<file path="src/rtl/se_sram_arbiter_2port.sv">
// se_sram_arbiter_2port
//
// Lets two requesters, A and B, share one single-port synchronous SRAM. The SRAM
// takes one access per cycle and returns read data one cycle later from a register.
//
// Arbitration is round-robin. A requester can also lock ownership for a burst. A lock
// lasts for at most LOCK_MAX_GRANTS consecutive grants. Read data is steered back to
// whichever requester issued the read, one cycle after its grant.
//
// Ports
//   sram_clock            single clock; all state changes on its rising edge
//   reset_n               asynchronous, active-low reset
//   a_req / b_req         access request, held by the requester until acked
//   a_/b_read_not_write   1 = read, 0 = write
//   a_lock / b_lock       keep ownership after this grant (burst)
//   a_/b_address          access address
//   a_/b_write_data       write data
//   a_ack / b_ack         request accepted this cycle
//   a_/b_read_valid       read data valid this cycle
//   a_/b_read_data        read data, meaningful only while read_valid is high
//   sram_select, sram_read_not_write, sram_write_enable,
//   sram_address, sram_write_data     drive the SRAM
//   sram_data_out         registered read data from the SRAM

module se_sram_arbiter_2port #(
    parameter int ADDR_WIDTH      = 16,
    parameter int DATA_WIDTH      = 8,
    parameter int LOCK_MAX_GRANTS = 16
) (
    input  logic                  sram_clock,
    input  logic                  reset_n,
    input  logic                  a_req,
    input  logic                  a_read_not_write,
    input  logic                  a_lock,
    input  logic [ADDR_WIDTH-1:0] a_address,
    input  logic [DATA_WIDTH-1:0] a_write_data,
    input  logic                  b_req,
    input  logic                  b_read_not_write,
    input  logic                  b_lock,
    input  logic [ADDR_WIDTH-1:0] b_address,
    input  logic [DATA_WIDTH-1:0] b_write_data,
    output logic                  a_ack,
    output logic                  a_read_valid,
    output logic [DATA_WIDTH-1:0] a_read_data,
    output logic                  b_ack,
    output logic                  b_read_valid,
    output logic [DATA_WIDTH-1:0] b_read_data,
    output logic                  sram_select,
    output logic                  sram_read_not_write,
    output logic                  sram_write_enable,
    output logic [ADDR_WIDTH-1:0] sram_address,
    output logic [DATA_WIDTH-1:0] sram_write_data,
    input  logic [DATA_WIDTH-1:0] sram_data_out
);

    localparam int CW = $clog2(LOCK_MAX_GRANTS + 1);
    localparam logic [CW-1:0] COUNT_ONE = CW'(1);
    localparam logic [CW-1:0] COUNT_MAX = CW'(LOCK_MAX_GRANTS);

    // last_grant encoding: 0 = A, 1 = B
    localparam logic LAST_A = 1'b0;
    localparam logic LAST_B = 1'b1;

    typedef enum logic [1:0] {IDLE, OWN_A, OWN_B} lock_state_t;

    lock_state_t   state, state_next;
    logic          last_grant, last_grant_next;
    logic [CW-1:0] lock_count, lock_count_next;
    logic [CW-1:0] count_inc;
    logic          grant_a, grant_b;

    // Grant decision. The reset_n gating keeps acks and the SRAM select low for as
    // long as reset is held, even when requests are already present.
    always_comb begin
        grant_a = 1'b0;
        grant_b = 1'b0;
        case (state)
            IDLE: begin
                if (a_req && b_req) begin
                    grant_a = (last_grant == LAST_B);
                    grant_b = (last_grant == LAST_A);
                end else begin
                    grant_a = a_req;
                    grant_b = b_req;
                end
            end
            OWN_A:   grant_a = a_req;
            OWN_B:   grant_b = b_req;
            default: ;
        endcase
        grant_a = grant_a & reset_n;
        grant_b = grant_b & reset_n;
    end

    // State register: lock FSM, round-robin pointer, burst counter and read-return flags
    always_ff @(posedge sram_clock or negedge reset_n) begin
        if (!reset_n) begin
            state        <= IDLE;
            last_grant   <= LAST_B;
            lock_count   <= '0;
            a_read_valid <= 1'b0;
            b_read_valid <= 1'b0;
        end else begin
            state        <= state_next;
            last_grant   <= last_grant_next;
            lock_count   <= lock_count_next;
            a_read_valid <= grant_a & a_read_not_write;
            b_read_valid <= grant_b & b_read_not_write;
        end
    end

    assign count_inc = lock_count + COUNT_ONE;

    // Next-state logic for the lock FSM.
    // Every release path from OWN_x leaves last_grant pointing at x. That lets a
    // requester that was waiting win the very next cycle.
    always_comb begin
        state_next      = state;
        lock_count_next = lock_count;
        last_grant_next = last_grant;
        if (grant_a) last_grant_next = LAST_A;
        if (grant_b) last_grant_next = LAST_B;
        case (state)
            IDLE: begin
                if (grant_a && a_lock) begin
                    lock_count_next = COUNT_ONE;
                    state_next      = (COUNT_ONE == COUNT_MAX) ? IDLE : OWN_A;
                end else if (grant_b && b_lock) begin
                    lock_count_next = COUNT_ONE;
                    state_next      = (COUNT_ONE == COUNT_MAX) ? IDLE : OWN_B;
                end
            end
            OWN_A: begin
                if (!a_req) begin
                    state_next = IDLE;
                end else if (a_lock) begin
                    lock_count_next = count_inc;
                    if (count_inc == COUNT_MAX) state_next = IDLE;
                end else begin
                    state_next = IDLE;
                end
            end
            OWN_B: begin
                if (!b_req) begin
                    state_next = IDLE;
                end else if (b_lock) begin
                    lock_count_next = count_inc;
                    if (count_inc == COUNT_MAX) state_next = IDLE;
                end else begin
                    state_next = IDLE;
                end
            end
            default: state_next = IDLE;
        endcase
    end

    // Output logic: acks and SRAM drive. With no grant the SRAM sees an idle read of 0.
    always_comb begin
        a_ack               = grant_a;
        b_ack               = grant_b;
        sram_select         = 1'b0;
        sram_read_not_write = 1'b1;
        sram_write_enable   = 1'b0;
        sram_address        = '0;
        sram_write_data     = '0;
        if (grant_a) begin
            sram_select         = 1'b1;
            sram_read_not_write = a_read_not_write;
            sram_write_enable   = !a_read_not_write;
            sram_address        = a_address;
            sram_write_data     = a_write_data;
        end else if (grant_b) begin
            sram_select         = 1'b1;
            sram_read_not_write = b_read_not_write;
            sram_write_enable   = !b_read_not_write;
            sram_address        = b_address;
            sram_write_data     = b_write_data;
        end
    end

    // Read data comes straight from the SRAM output register. The read_valid flags
    // decide which requester it belongs to.
    assign a_read_data = sram_data_out;
    assign b_read_data = sram_data_out;

endmodule

</file>
<file path="config.mk">
export PLATFORM = sky130hd
export DESIGN_NAME = se_sram_arbiter_2port
export DESIGN_NICKNAME = d
export VERILOG_FILES = /design/src/rtl/se_sram_arbiter_2port.sv
export SDC_FILE = /design/constraint.sdc
export NUM_CORES = 1
export LEC_CHECK = 0
export ABC_CLOCK_PERIOD_IN_PS = 6200
export CAP_MARGIN = 20
export CORE_ASPECT_RATIO = 0.6
export CORE_MARGIN = 4
export CORE_UTILIZATION = 32
export CTS_CLUSTER_SIZE = 8
export DETAILED_ROUTE_END_ITERATION = 12
export PLACE_DENSITY = 0.86
export SLEW_MARGIN = 20
export SYNTH_ARGS = -nofsm -noshare
export SYNTH_HDL_FRONTEND = slang
export SYNTH_SLANG_ARGS = --single-unit
export TNS_END_PERCENT = 50
</file>
<file path="constraint.sdc">
create_clock -name sram_clock -period 6.2 [get_ports sram_clock]
set_clock_uncertainty 0.1 [all_clocks]
set_input_delay 1.24 -clock sram_clock [delete_from_list [all_inputs] [get_ports sram_clock]]
set_output_delay 1.24 -clock sram_clock [all_outputs]
set_load 0.005 [all_outputs]
</file>
* Word-level counts from Yosys, hierarchy flattened
Cells that the tools add are included. Widths: inputs -> output; s select.
Operators by class: $add $sub $neg 1, equality and inequality tests 8, mux-type cells 31, bitwise logic cells 5, reduce and logical (&&, ||, !) cells 9
Operator list (number):
- $mux 16 | 2
- $mux 5 | 6
- $mux 8 | 2
- $pmux 5 s3 | 1
- $mux 2 | 7
- $mux 1 | 10
- $ne 2x2->1 const B | 4
- $pmux 2 s3 | 1
- $reduce_and 6->1 | 1
- $add 5x1->5 const B | 1
- $eq 5x5->1 const B | 1
- $and 1x1->1 | 4
- $pmux 1 s2 | 2
- $logic_and 1x1->1 | 3
- $ne 3x3->1 const B | 1
- $reduce_bool 3->1 | 1
- $eq 2x1->1 const B | 1
- $eq 2x2->1 const B | 1
- $logic_not 1->1 | 2
- $logic_not 2->1 | 1
- $reduce_bool 2->1 | 1
- $not 1->1 | 1
Storage, ports and cells: bits in registers 10, bits of input ports 64, logic and storage cells 59

* Longest topological paths before layout
depth in word-level cells 8, gate-level depth with buffers 7, gate-level depth less buffers 7

* Worst setup path before layout
OpenSTA, ideal clock, no wires.
path kind input port to output port, from in b_req, to out sram_address[0], arrival time 2.113 ns, required time 4.860 ns, path slack 2.747 ns, stages 6, buffers on the path 1, cell sequence nand2b_1 > a21o_1 > nand2_2 > inv_2 > buf_6 > a22o_1
RTL lines:
- from (decl) | RTL line 37 | input logic b_req,
- $logic_and 1x1->1 | RTL line 79 | if (a_req && b_req) begin
- $mux 1 | RTL line 79
- $pmux 1 s2 | RTL line 77 | case (state)
- $and 1x1->1 | RTL line 91 | grant_a = grant_a & reset_n;
- net a_ack | RTL line 42 | output logic a_ack,
- $mux 16 | RTL line 166 | if (grant_a) begin
- to (decl) | RTL line 51 | output logic [ADDR_WIDTH-1:0] sram_address,
The timed path passes the listed nets, and every way through them passes these cells.

* Worst setup path in the final report
from in b_req, to out sram_address[10]
Between the ends: cells in the longest elaborated chain, start to end 6
Ends and longest elaborated chain:
- $logic_and 1x1->1 | RTL line 79
- $mux 1 | RTL line 79
- $pmux 1 s2 | RTL line 77
- $and 1x1->1 | RTL line 92 | grant_b = grant_b & reset_n;
- $mux 16 | RTL line 172 | end else if (grant_b) begin
- $mux 16 (*) | RTL line 166
Every way passes the cells marked *; elsewhere a longest branch is shown, timed or not.

==> results.md <==
* PortBufs at 86
* Top post-synthesis cells by area: dfrtp_1 (20%), a22o_1 (18%), buf_4 (12%)
* Post-CTS Setup Bufs at 0
* H-tree level count at 1
* Hold path cells at 1
* Largest net degree at the start of global routing at 26
* Resize count post-CTS at 0
* Hold-fix buffers at CTS at 0
* Final setup fails at 0
* Final Wtd Congestion at 0.883
* Reg clk slew, reported paths at 0.05 ns
* Pre-antenna DRT Iters at 4
* Compound-Gate Fraction of Synth Area at 0.370
* Sequential cell area at 251 um^2
* Area Growth Syn to Fin at 70.9%
* # rows at 16
* Tightest Pin Transition at 0.629 ns
* Clock root buffer: clkbuf_8
* XOR/XNOR Fraction of Synth Area at 0
* Vias in the first global route at 1,050
* Die ar. at 4630 um^2
* Count leader, synth: a22o_1
* Critical path's top delay family: buffers and inverters
* First-pass GRT wire length at 5.71 mm
* RSZ-0062 raised after global routing: false
* FF-to-FF setup slack at 4.06 ns
* Synth top cells by count: a22o_1 (24), buf_4 (18), nand2_1 (10), dfrtp_1 (9), ha_1 (6)
* # IOs at 111
* Max Slew Vio Count at 0
* Post-DP HPWL at 3.33 mm
* CP peak stage delay at 0.56 ns
* Worst path slowest cell: clkdlybuf4s50_1
* Most frequent CP cell: clkdlybuf4s50_1
* Later-pin clock latency in the skew report at 0.24 ns
* Post-synthesis cell type count at 43
* WL per Instance at 16.4 um
* Final ANT Viol Nets at 0
* Post-Synth Adder-Cell Area at 0.0656
* Reg2Reg Depth at 6
* DR vias at 1,212
* Hold_ws at 0.432 ns
* CP Launch Type: input pin
* Crit Path Max Fanout at 24
* Critical path cell sequence: clkdlybuf4s50_1 -> nand2b_1 -> a21o_1 -> a21oi_4 -> a22o_1 -> clkdlybuf4s50_1
* Cells after Synth at 128
* Filler Cell Count at 312
* Syn Std Cell Area at 1140 um^2
* Most common flop cell mapped by yosys: dfrtp_1
* Total clock sinks at 10
* Max_cap viols at 0
* P per Cell Area at 313 nW/um^2
* Slew HR at 0.580
* VDD IR-drop max at 0.147 mV
* Core area at 3340 um^2
* Hold Crit Class: reg2reg
* Main combinational cell family by area after synthesis: compound AO/OA/AOI/OAI gates
* Crit path kind: in2out
* Arr. time, crit path at 3.51 ns
* Vias per cell at 4.97
* Stages on the worst setup path at 6
* DR iter-0 viols at 61
* GR Overflow Total at 0
* Clock buffer depth at 2
* Mux contribution to synthesized area at 0.0273
* Post-synthesis sequential area ratio at 0.220
* Synth async-reset ratio at 1.00
* PnR worst setup slack at 1.35 ns
* Initial antenna violation count at 0
* Share of cells above drive strength 1 at 0.0653
* Post-Syn Nets at 198
* Share of the synthesized area in the top cell type at 0.197
* Post-route setup TNS at 0 ns
* Final Hold Vio Count at 0
* Mean Syn Cell Area at 8.94 um^2
* CP endpoint kind: output port
* Warnings from Yosys at 0
* Final period util at 0.782
* Crit path buf inv count at 2
* Fraction of the mapped netlist area in simple logic gates at 0.153
* DR DRC count at 0
* Inst Count DP at 240
* Number of synthesized flops with an enable pin at 0
* Layout net count at 270
* Total wire length at 4.00 mm
* Area of the multi-input gates at 706 um^2
* TritonCTS clock tree: done
* Starting Density at 0.342
* Fin crit period at 4.85 ns
* Fin cells at 244
* Die Ht at 54.3 um
* Ant diodes at 0
* Register bit total from synthesis at 10
* Status: finished, final reports clean
* Tot GR Track Use at 0.157
* Num CTS Buffers at 3
* Die X at 85.2 um
* Max Fclk at 206 MHz
* Leakage at 0.798 nW
* Biggest area consumer among synthesized cells: dfrtp_1
* Pre-CTS setup slack at 1.34 ns
* Critical Path RT at 4.86 ns
-- power breakdown --
group / internal [mW] / total, mW / leakage, nW / switching [mW]
registers: 0.0929 / 0.126 / 0.129 / 0.0330
clock network: 0.0451 / 0.0717 / 0.0228 / 0.0266
logic: 0.227 / 0.415 / 0.646 / 0.188
total: 0.365 / 0.612 / 0.798 / 0.247
-- through the flow --
step / power, mW / util / cell area, um^2
after floorplan: 0.371 / - / 1140
after global placement: 0.534 / 0.572 / 1910
after detailed placement: 0.544 / 0.572 / 1910
after CTS: 0.620 / 0.585 / 1960
after global routing: 0.666 / 0.585 / 1960
final: 0.612 / 0.585 / 1960
-- cells by family (layout without fill, tap and decap cells) --
group                      count (synthesis)  in the layout
AOI/OAI and AO/OA                         49             49
adders and majority gates                  6              6
buffers and inverters                     28             99
DFF                                       10             10
muxes                                      3              3
and+or+nand+nor                           32             32
-- path summary, 6_finish.rpt --
kind                                    endpoint  startpoint
worst max-delay path            sram_address[10]       b_req
worst min-delay path                  last_grant  last_grant
worst max register to register     lock_count[4]    state[0]
worst min register to register        last_grant  last_grant
max in group asynchronous             last_grant     reset_n
min in group asynchronous          lock_count[3]     reset_n
-- state kept, by name, indices dropped and copies added (netlist names) --
name	cells
last_grant	1
b_read_valid	1
state	2
lock_count	5
a_read_valid	1
-- metal layers --
metal,global-route usage,vias up,wire length (um)
li1,-,623,-
met1,0.233,558,1900
met2,0.229,31,1890
met3,0.0511,0,210
met4,0.00789,0,0
met5,0,-,0
-- worst reg2reg max path: stages, from the launching register on --
cell      delay [ns]
dfrtp_1         0.44
inv_1           0.10
ha_1            0.31
and4b_1         0.23
a221oi_2        0.31
o21ai_2         0.17
a221o_1         0.37
-- placed cells by master (no fill, tap or decap), types with 2 or more instances in the layout --
| master | Yosys | final |
|---|---|---|
| a21o_1 | 2 | 2 |
| a221o_1 | 2 | 2 |
| mux2i_1 | 2 | 2 |
| dfrtp_1 | 9 | 9 |
| nand4_1 | 2 | 2 |
| o211ai_1 | 2 | 2 |
| nor4_1 | 2 | 2 |
| and3_1 | 2 | 2 |
| inv_2 | 2 | 2 |
| ha_1 | 6 | 6 |
| nand2_2 | 2 | 2 |
| and4b_1 | 2 | 2 |
| a22o_1 | 24 | 24 |
| inv_1 | 5 | 5 |
| nand2_1 | 10 | 10 |
| o22ai_1 | 2 | 2 |
| clkdlybuf4s50_1 | 0 | 86 |
| nand3_1 | 5 | 5 |
| a21oi_1 | 2 | 2 |
| nand2b_1 | 2 | 2 |
| clkbuf_8 | 0 | 3 |
| o2111ai_1 | 2 | 2 |
-- area by class of cell --
class | count | share of cell area
clock buffer | 4 | 0.0230
sequential | 10 | 0.129
inverter | 8 | 0.0153
tap | 45 | 0.0288
multi-input combinational | 90 | 0.361
timing repair buffer | 87 | 0.444
Note: power is estimated with default switching activity, not from simulation.
